--- src/rtl/bp_fe_bht_pkg.sv ---
// bp_fe_bht_pkg: shared BHT types, init constant and saturating counter update.
package bp_fe_bht_pkg;
    typedef enum logic [1:0] {INIT, RUN, UPD_WR} bht_state_e;
    typedef logic [1:0] bht_ctr_t;
    localparam bht_ctr_t CTR_INIT = 2'b01;
    function automatic bht_ctr_t bht_next_ctr(input bht_ctr_t c, input logic taken);
        return taken ? ((c == 2'b11) ? c : c + 2'b01) : ((c == 2'b00) ? c : c - 2'b01);
    endfunction
endpackage

--- src/rtl/bp_fe_bht_mem.sv ---
// bp_fe_bht_mem: single-port counter table, one read or write per cycle, registered read.
module bp_fe_bht_mem
    import bp_fe_bht_pkg::*;
#(
    parameter int IDX_W = 6
) (
    input  logic             clk_i,
    input  logic             en,
    input  logic             we,
    input  logic [IDX_W-1:0] addr,
    input  logic [1:0]       wdata,
    output logic [1:0]       rdata
);
    bht_ctr_t mem [2**IDX_W];
    always_ff @(posedge clk_i) begin
        if (en) begin
            if (we) mem[addr] <= wdata;
            else rdata <= mem[addr];
        end
    end
endmodule

--- src/rtl/bp_fe_bht_ctrl.sv ---
// bp_fe_bht_ctrl: 2-bit BHT controller arbitrating lookups and updates on one table port.
// Define BP_FE_BHT_FLUSH_EN to add flush_i, which re-initialises the table.
module bp_fe_bht_ctrl
    import bp_fe_bht_pkg::*;
#(
    parameter int IDX_W        = 6,
    parameter int STARVE_LIMIT = 3
) (
    input  logic             clk_i,
    input  logic             reset_n_i,
    input  logic             lookup_v_i,
    input  logic [IDX_W-1:0] lookup_idx_i,
    output logic             lookup_ready_o,
    output logic             pred_v_o,
    output logic             pred_taken_o,
    output logic [1:0]       pred_ctr_o,
    input  logic             upd_v_i,
    input  logic [IDX_W-1:0] upd_idx_i,
    input  logic             upd_taken_i,
    output logic             upd_ready_o,
    output logic             init_done_o
`ifdef BP_FE_BHT_FLUSH_EN
    ,
    input  logic             flush_i
`endif
);
    localparam int SW = (STARVE_LIMIT < 1) ? 1 : $clog2(STARVE_LIMIT + 1);

    bht_state_e       state, state_n;
    logic [IDX_W-1:0] init_idx, upd_idx_q, mem_addr;
    logic [SW-1:0]    starve;
    logic             upd_taken_q, pred_v_q, flush_pend;
    logic             run, starved, lk_gnt, up_gnt, mem_en, mem_we;
    bht_ctr_t         mem_wdata, mem_rdata;

`ifdef BP_FE_BHT_FLUSH_EN
    // A pending flush survives the update write and is consumed by RUN or INIT.
    always_ff @(posedge clk_i or negedge reset_n_i) begin
        if (!reset_n_i) flush_pend <= 1'b0;
        else flush_pend <= flush_i || (flush_pend && state == UPD_WR);
    end
`else
    assign flush_pend = 1'b0;
`endif

    assign run            = state == RUN && !flush_pend;
    assign starved        = starve == SW'(STARVE_LIMIT);
    assign lookup_ready_o = run && !(starved && upd_v_i);
    assign upd_ready_o    = run && (starved || !lookup_v_i);
    assign lk_gnt         = lookup_v_i && lookup_ready_o;
    assign up_gnt         = upd_v_i && upd_ready_o;

    always_comb begin
        state_n   = state;
        mem_en    = 1'b0;
        mem_we    = 1'b0;
        mem_addr  = lookup_idx_i;
        mem_wdata = CTR_INIT;
        state_n   = (state == INIT)   ? ((init_idx == '1 && !flush_pend) ? RUN : INIT) :
                    (state == UPD_WR) ? RUN :
                    flush_pend        ? INIT :
                    up_gnt            ? UPD_WR : RUN;
        mem_en    = state != RUN || lk_gnt || up_gnt;
        mem_we    = state != RUN;
        mem_addr  = (state == INIT)   ? init_idx :
                    (state == UPD_WR) ? upd_idx_q :
                    up_gnt            ? upd_idx_i : lookup_idx_i;
        mem_wdata = (state == INIT) ? CTR_INIT : bht_next_ctr(mem_rdata, upd_taken_q);
    end

    always_ff @(posedge clk_i or negedge reset_n_i) begin
        if (!reset_n_i) begin
            state       <= INIT;
            init_idx    <= '0;
            starve      <= '0;
            pred_v_q    <= 1'b0;
            upd_idx_q   <= '0;
            upd_taken_q <= 1'b0;
        end else begin
            state       <= state_n;
            init_idx    <= (state == INIT && !flush_pend) ? init_idx + IDX_W'(1) : '0;
            starve      <= up_gnt ? '0 : (lk_gnt && upd_v_i) ? starve + SW'(1) : starve;
            pred_v_q    <= lk_gnt;
            if (up_gnt) begin
                upd_idx_q   <= upd_idx_i;
                upd_taken_q <= upd_taken_i;
            end
        end
    end

    bp_fe_bht_mem #(.IDX_W(IDX_W)) u_mem (
        .clk_i (clk_i),
        .en    (mem_en),
        .we    (mem_we),
        .addr  (mem_addr),
        .wdata (mem_wdata),
        .rdata (mem_rdata)
    );

    assign pred_v_o     = pred_v_q;
    assign pred_ctr_o   = pred_v_q ? mem_rdata : 2'b00;
    assign pred_taken_o = pred_ctr_o[1];
    assign init_done_o  = state != INIT;
endmodule
--- config.mk ---
export PLATFORM = sky130hd
export DESIGN_NAME = bp_fe_bht_ctrl
export DESIGN_NICKNAME = d
export VERILOG_FILES = /design/src/rtl/bp_fe_bht_pkg.sv /design/src/rtl/bp_fe_bht_mem.sv /design/src/rtl/bp_fe_bht_ctrl.sv
export SDC_FILE = /design/constraint.sdc
export NUM_CORES = 1
export LEC_CHECK = 0
export ABC_CLOCK_PERIOD_IN_PS = 9000
export CORE_AREA = 2 2 109 111
export DETAILED_ROUTE_END_ITERATION = 12
export DIE_AREA = 0 0 111 113
export HOLD_SLACK_MARGIN = 0.03
export PLACE_DENSITY = 0.76
export SLEW_MARGIN = 10
export SYNTH_ARGS = -nofsm -noshare
export SYNTH_HDL_FRONTEND = slang
export SYNTH_SLANG_ARGS = --single-unit
--- constraint.sdc ---
create_clock -name clk_i -period 9 [get_ports clk_i]
set_clock_uncertainty 0.1 [all_clocks]
set_input_delay 1.35 -clock clk_i [delete_from_list [all_inputs] [get_ports clk_i]]
set_output_delay 1.35 -clock clk_i [all_outputs]
set_load 0.1 [all_outputs]
Word level (Yosys, flattened, before mapping)

Memory sizes are Yosys's and may differ from the RTL's. A register that Yosys moved wholly into a read port is not among the register bits.
Cells that the tools add are included.
W data, S select, Z words.

Logic and storage cells: 52
Input bits: 17
Memories: 1
Flip-flop bits (word level): 18
Bits in writable memories: 128
Output and inout port bits: 7

Add/subtract/negate cells: 4
Eq/ne operators: 6
Multiplexer cells: 18
Reductions and logical operators: 16
Bitwise gates (word level): 1

Memory list:

| memory    | words | width | rd ports | clocked after Yosys merged registers in | wr ports | line                | RTL |
|---|---|---|---|---|---|---|---|
| u_mem.mem | 64    | 2     | 1        | 1                                       | 1        | bp_fe_bht_mem.sv:14 | `bht_ctr_t mem [2**IDX_W];` |

Operator list:

| kind                  | count |
|---|---|
| $mux W6               | 4 |
| $mux W2               | 10 |
| $add A6 B1 Y6 const B | 1 |
| $eq A2 B2 Y1 const B  | 3 |
| $eq A6 B6 Y1 const B  | 1 |
| $logic_and A1 B1 Y1   | 6 |
| $add A2 B1 Y2 const B | 2 |
| $logic_not A2 Y1      | 2 |
| $mux W1               | 4 |
| $reduce_bool A2 Y1    | 2 |
| $logic_or A1 B1 Y1    | 3 |
| $eq A2 B1 Y1 const B  | 1 |
| $logic_not A1 Y1      | 2 |
| $ne A2 B1 Y1 const B  | 1 |
| $reduce_and A2 Y1     | 1 |
| $sub A2 B1 Y2 const B | 1 |
| $not A1 Y1            | 1 |

Longest topological paths before layout

Gate-level depths: netlist (run 1).

Depth in word-level cells: 9
Depth in mapped cells: 12
Gate-level depth less buffers: 9

Cells and area by module

Synthesis (run 1) repeated with hierarchy kept, for this count alone.

Cells, all modules: 469
Area, all modules: 6,446.2 sq um

Modules (own cells, without submodules):

| module         | sequential area each (sq um) | cells an instance | times used | area each (sq um) |
|---|---|---|---|---|
| bp_fe_bht_mem  | 3,903.7                      | 358               | 1          | 5,466.5 |
| bp_fe_bht_ctrl | 450.4                        | 111               | 1          | 979.7 |

Least setup slack after synthesis (run 1)

No wires, ideal clock.

Path kind: input to output
From: input port upd_v_i
To: output port lookup_ready_o
Arrival: 2.804 ns
Data required time: 7.550 ns
Cell stages on the path: 1
Slack: 4.746 ns
Path through: a21oi_1

Word-level cells in the longest chain between the ends: 3

RTL lines:

| element             | line                 | RTL |
|---|---|---|
| from (decl)         | bp_fe_bht_ctrl.sv:17 | `input logic upd_v_i,` |
| $logic_and A1 B1 Y1 | bp_fe_bht_ctrl.sv:48 | `assign lookup_ready_o = run && !(starved && upd_v_i);` |
| $logic_not A1 Y1    | bp_fe_bht_ctrl.sv:48 |  |
| $logic_and A1 B1 Y1 | bp_fe_bht_ctrl.sv:48 |  |
| to (decl)           | bp_fe_bht_ctrl.sv:13 | `output logic lookup_ready_o,` |

No other way between the ends.

Worst setup path in the final report (run 1)

From: input port lookup_v_i
To: output port upd_ready_o

Word-level cells in the longest chain between the ends: 3

RTL lines:

| element             | line                 | RTL |
|---|---|---|
| from (decl)         | bp_fe_bht_ctrl.sv:11 | `input logic lookup_v_i,` |
| $logic_not A1 Y1    | bp_fe_bht_ctrl.sv:49 | `assign upd_ready_o = run && (starved \|\| !lookup_v_i);` |
| $logic_or A1 B1 Y1  | bp_fe_bht_ctrl.sv:49 |  |
| $logic_and A1 B1 Y1 | bp_fe_bht_ctrl.sv:49 |  |
| to (decl)           | bp_fe_bht_ctrl.sv:20 | `output logic upd_ready_o,` |

No other way between the ends.

==> results of run 1 <==
## cells in the final DEF, fill, tap and decap left out, drive strengths merged, types with 5 or more instances in the layout
cell and count:
edfxtp 130, clkdlybuf4s50 23, nand3 22, buf 5
o21ai 10, a211oi 8, mux4 18, clkbuf 20
inv 8, mux2i 20, a221oi 5, nand2 47
clkinv 6, a31oi 5, a21oi 18, and2 11
dfrtp 18, nor2 73
## worst max-delay path, stage by stage
cell and delay [ps]:
clkdlybuf4s50_1 490, nor2b_1 370, nor2_1 90, clkdlybuf4s50_1 980
## kinds of logic after synthesis
family	synth area share
adder cells (fa/ha/maj)	0.00385
multiplexers	0.0961
AO/OA/AOI/OAI	0.0824
flip-flops	0.670
AND/OR/NAND/NOR	0.118
XOR/XNOR	0.00539
buffers and inverters	0.0237
## power by group through the flow
stage                     Clock (mW)  Combinational [mW]  Sequential (mW)
after global routing           0.676              0.0129            0.736
after CTS                      0.651              0.0120            0.737
final                          0.642              0.0119            0.737
after detailed placement           0              0.0119            0.751
after floorplan                    0             0.00250            0.751
after global placement             0              0.0118            0.751
## worst min path at each step
stage / startpoint / endpoint / slack [ps] / depth (start not counted)
finish: upd_idx_q[4] / upd_idx_q[4] / 370 / 2
global route: upd_idx_q[4] / upd_idx_q[4] / 390 / 2
CTS: upd_idx_q[4] / upd_idx_q[4] / 370 / 2
detailed placement: upd_idx_q[4] / upd_idx_q[4] / 360 / 2
global placement: starve[1] / starve[1] / 360 / 2
floorplan: upd_idx_q[5] / upd_idx_q[5] / 340 / 2
## state kept, by name, indices dropped and copies added (netlist names)
signal and flops:
init_idx 6, upd_taken_q 1, u_mem.mem 128, upd_idx_q 6, u_mem.rdata 2, starve 2, pred_v_o 1, state 2
## layer usage
layer	track usage	up-vias	routed length, um
met2	0.387	201	6940
met4	0.0958	0	274
li1	-	1802	-
met5	0	-	0
met3	0.0670	24	1020
met1	0.301	2012	5520
## stage by stage
step                      power [mW]  area [sq um]  std cells  setup slack [ps]  utilization
after floorplan                0.753          6500        461              4750            -
after global placement         0.763          6840        611              4230        0.606
after detailed placement       0.763          6840        611              4120        0.606
after CTS                       1.40          7380        643              4270        0.655
after global routing            1.43          7380        643              4180        0.655
final                           1.39          7380        643              4270        0.655
## cell usage after synthesis, drive strengths merged, types with 3 or more instances
cell type | instances | area share
nand2 | 47 | 0.027
and3 | 4 | 0.0039
mux2i | 20 | 0.031
clkbuf | 7 | 0.0040
nor2b | 4 | 0.0039
and2 | 11 | 0.011
a22o | 4 | 0.0054
edfxtp | 130 | 0.60
nor2 | 73 | 0.042
inv | 6 | 0.0035
a211oi | 8 | 0.0092
a31o | 3 | 0.0054
a21oi | 18 | 0.014
a221oi | 5 | 0.0077
xor2 | 3 | 0.0040
dfrtp | 18 | 0.069
nor3 | 3 | 0.0023
nand3 | 22 | 0.020
mux4 | 18 | 0.064
o21ai | 10 | 0.0094
buf | 14 | 0.016
a31oi | 5 | 0.0081
## cell type report
class | instances | area, sq um
multi-input cells | 286 | 2010
clock buffers | 20 | 437
well taps | 143 | 179
repair buffers | 28 | 268
fillers | 800 | 3890
flip-flops and latches | 148 | 4350
inverters | 6 | 22.5
clock inverters | 12 | 106
==> metrics.csv, run 1 <==
metric,value,unit
crit path max fanout,7,
Internal Pwr Total,1.12,mW
Max Slew Vio Count,0,
Num CTS Buffers,17,
min cycle time layout,4730,ps
Starting Density,0.576,
hpwl dp,8410,um
Worst Max-Slew Pin Slew,964,ps
total negative slack,0,ps
Clk network pwr share,0.462,
root buffer cell,clkbuf_16,
Clock transition at path regs,50,ps
WP data arrival,3280,ps
CP endpoint,upd_ready_o,
asr flop ratio synth,0.122,
RSZ-0062 raised after global routing,false,
drt via density,6.28,
reg2reg setup slack,5160,ps
final hold slack,369,ps
post_cts resized,0,
ant diodes,0,
Port Buf Inserts,23,
Post-Syn Instances,461,
sw power,0.268,mW
Worst EP required,7550,ps
reg2reg path depth,8,
GRT Overall Usage,0.236,
syn nets,480,
number of global-route vias before repair,4107,
Net Sw Frac,0.193,
Finish-stage setup viols,0,
worst relative slew slack,0.355,
H-Tree Depth,4,
Critical Path End Type,output port,
"EDFF count, synth",130,
sequential area share after synthesis,0.670,
crit path launch,lookup_v_i,
drt initial violations,334,
dominant synthesized flop cell,edfxtp_1,
die area,12500,sq um
row cnt,39,
worst reg2reg endpoint,u_mem.rdata[1],
initial antenna violation count,0,
DRT Wirelength,13800,um
first-pass GRT wire length,22200,um
io pins,24,
Via Count,4039,
Clock Sink Count,148,
TritonRoute pass-1 iters,5,
Hold WC Path Type,reg -> reg,
reg2reg start,state[0],
Post-Syn Area,6500,sq um
share of cells above drive strength 1,0.134,
CTS tree,yes,
YS warnings,0,
status,"complete, no violations",
Lkg Pwr,2.14,nW
crit path launch type,input port,
gr ovfl total,0,
core area,11300,sq um
Area Growth Syn to Fin,13.6,%
Max Cap Viol,0,
ANT nets after route,0,
Setup Buffers After CTS,0,
Die Y,113,um
Max Buffers Root-to-Sink,2,
Setup CP Type,in -> out,
Worst VDD drop,0.198,mV
P per Cell Area,189,nW/um^2
die width,111,um
Combinational Power Share,0.009,
"Distinct cells, synth",56,
Post-CTS Hold Buffers,0,
Syn Area/Cell,14.1,sq um
Final period util,0.526,
Layout Nets,506,
Max Freq,0.211,GHz
#FFs+latches synth,148,
WL/cell,21.4,um
DR DRC count,0,
RD Place Congestion,0.841,
Final Hold Vio Count,0,
largest net degree at the start of global routing,65,
worst skew pair latency,420,ps
share of power burned in registers,0.530,
(Power assumes the default switching activity.)
==> run 2, diff against run 1 <==
ABC_CLOCK_PERIOD_IN_PS = 4900   (was 9000)
clock period = 4.9 ns   (was 9 ns; I/O delays follow)
==> run 2 against run 1 <==
Count of clock-buffer cells in the layout is 1 lower; power is 92% higher; routed wire length is 0.37% lower; sequential share of layout area is 0.57 points lower; worst setup slack worse by 3000 ps; sequential power is 83% higher; flip-flop and latch count stayed put; non-clock buffer count stayed put; critical path depth is 1 lower; largest power group unchanged; highest routed layer unchanged.
==> metrics.csv, run 2 (synthesis results as in run 1) <==
metric,value,unit,change
status,"complete, no violations",,
min cycle time layout,3670,ps,
first-pass GRT wire length,22100,um,-0.40%
crit path launch type,flop,,
Clock transition at path regs,60,ps,about the same
Clock Sink Count,148,,unchanged
Worst EP required,4070,ps,-3480 ps
row cnt,39,,unchanged
"most common cell after layout, fill and taps aside",edfxtp_1,,
crit-path max cell delay,1190,ps,+210 ps
CTS tree,yes,,
RSZ-0062 raised after global routing,false,,
drt initial violations,411,,+23%
root buffer cell,clkbuf_16,,
Num CTS Buffers,17,,unchanged
DR DRC count,0,,unchanged
Reg with most FFs,u_mem.mem,,
Lkg Pwr,2.17,nW,+1.4%
Hold WC Path Type,reg -> reg,,
Via Count,3991,,-1.2%
crit path max fanout,16,,+9
worst path cell trace,nor2_1 > inv_1 > clkdlybuf4s50_1,,
P per Cell Area,358,nW/um^2,+90%
Area Growth Syn to Fin,14.7,%,
drt via density,6.21,,-1.2%
share of cells above drive strength 1,0.134,,unchanged
initial antenna violation count,0,,unchanged
GRT Overall Usage,0.235,,-0.000634
TritonRoute pass-1 iters,7,,+2
Worst Max-Slew Pin Slew,976,ps,+12.0 ps
Max Buffers Root-to-Sink,2,,unchanged
H-Tree Depth,4,,unchanged
Regs by FF count,"u_mem.mem (128), init_idx (6), upd_idx_q (6)",,
Max Slew Vio Count,0,,unchanged
Setup CP Type,reg -> out,,
max reg flops,128,,unchanged
worst relative slew slack,0.347,,-0.00801
WL/cell,21.3,um,-0.37%
Final period util,0.750,,
Finish-stage setup viols,0,,unchanged
ANT nets after route,0,,unchanged
RD Place Congestion,0.914,,+8.7%
post_cts resized,0,,unchanged
worst skew pair latency,420,ps,about the same
post-route cell area,7450,sq um,+0.98%
Port Buf Inserts,23,,unchanged
core area,11300,sq um,unchanged
Max Freq,0.272,GHz,
number of global-route vias before repair,4099,,-0.19%
die area,12500,sq um,unchanged
Layout Nets,506,,unchanged
most frequent cells in the layout,"edfxtp_1 (130), nor2_1 (73), nand2_1 (47)",,
hpwl dp,8520,um,+1.3%
largest net degree at the start of global routing,65,,unchanged
Worst VDD drop,0.297,mV,+50%
Die Y,113,um,unchanged
io pins,24,,unchanged
fillcell total,811,,+1.4%
placed inst area,6860,sq um,+0.37%
die width,111,um,unchanged
Setup Buffers After CTS,0,,unchanged
Final Hold Vio Count,0,,unchanged
gr ovfl total,0,,unchanged
reg2reg setup slack,1300,ps,-3860 ps
DRT Wirelength,13700,um,-0.37%
Max Cap Viol,0,,unchanged
total negative slack,0,ps,unchanged
Worst path slowest cell,clkdlybuf4s50_1,,
Design Power,2.67,mW,+92%
Starting Density,0.576,,unchanged
ant diodes,0,,unchanged
Critical Path End Type,output port,,
WP data arrival,2840,ps,-440 ps
Post-CTS Hold Buffers,0,,unchanged
-- run 2: cell count changes in the layout (fill, tap and decap cells not counted) --
cell | before | now
bufinv_16 | 1 | 3
clkinvlp_4 | 3 | 2
buf_4 | 5 | 3
clkbuf_1 | 3 | 2
clkinv_2 | 3 | 2
clkinv_1 | 1 | 2
buf_12 | 0 | 2
-- run 2: worst max-delay path: cells and delay by family (launching register included) --
family,cells,cell delay [ps]
and+or+nand+nor,1,220
DFF,1,710
buffers and inverters,2,1480
-- run 2: layout make-up --
class | instances | area (sq um) | area share
Inverter | 6 | 22.5 | 0.00302
Multi-Input combinational cell | 286 | 2010 | 0.270
Clock buffer | 19 | 433 | 0.0581
Tap cell | 143 | 179 | 0.0240
Timing Repair Buffer | 28 | 293 | 0.0393
Sequential cell | 148 | 4350 | 0.584
Clock inverter | 13 | 158 | 0.0212
-- run 2: report_power, final --
group	internal, mW	leakage, nW	switching [mW]	total, mW
sequential	1.35	1.13	0	1.35
combinational	0.0126	0.753	0.00964	0.0222
clock	0.799	0.283	0.497	1.30
-- run 2: metrics by stage --
step | hold WS (ps) | util | cells | setup WS [ps]
after floorplan | 338 | - | 461 | 1030
after global placement | 356 | 0.609 | 611 | 994
after detailed placement | 357 | 0.609 | 611 | 864
after CTS | 370 | 0.661 | 643 | 1220
after global routing | 401 | 0.661 | 643 | 1040
final | 371 | 0.661 | 643 | 1230
-- run 2: path summary, 6_finish.rpt --
check / to / cells past startpoint / start
worst max-delay path: init_done_o / 3 / state[0]
worst min-delay path: upd_idx_q[5] / 2 / upd_idx_q[5]
worst max register to register: u_mem.mem[0][0] / 7 / state[0]
worst min register to register: upd_idx_q[5] / 2 / upd_idx_q[5]
max in group asynchronous: init_idx[2] / 1 / reset_n_i
min in group asynchronous: starve[0] / 1 / reset_n_i
-- run 2: layer usage --
layer  track usage  vias up  part of all wire
met5             0        -                 0
met4        0.0858        0             0.022
met3        0.0637       31             0.062
met2         0.387      148              0.51
met1         0.306     2010              0.41
li1              -     1802                 -
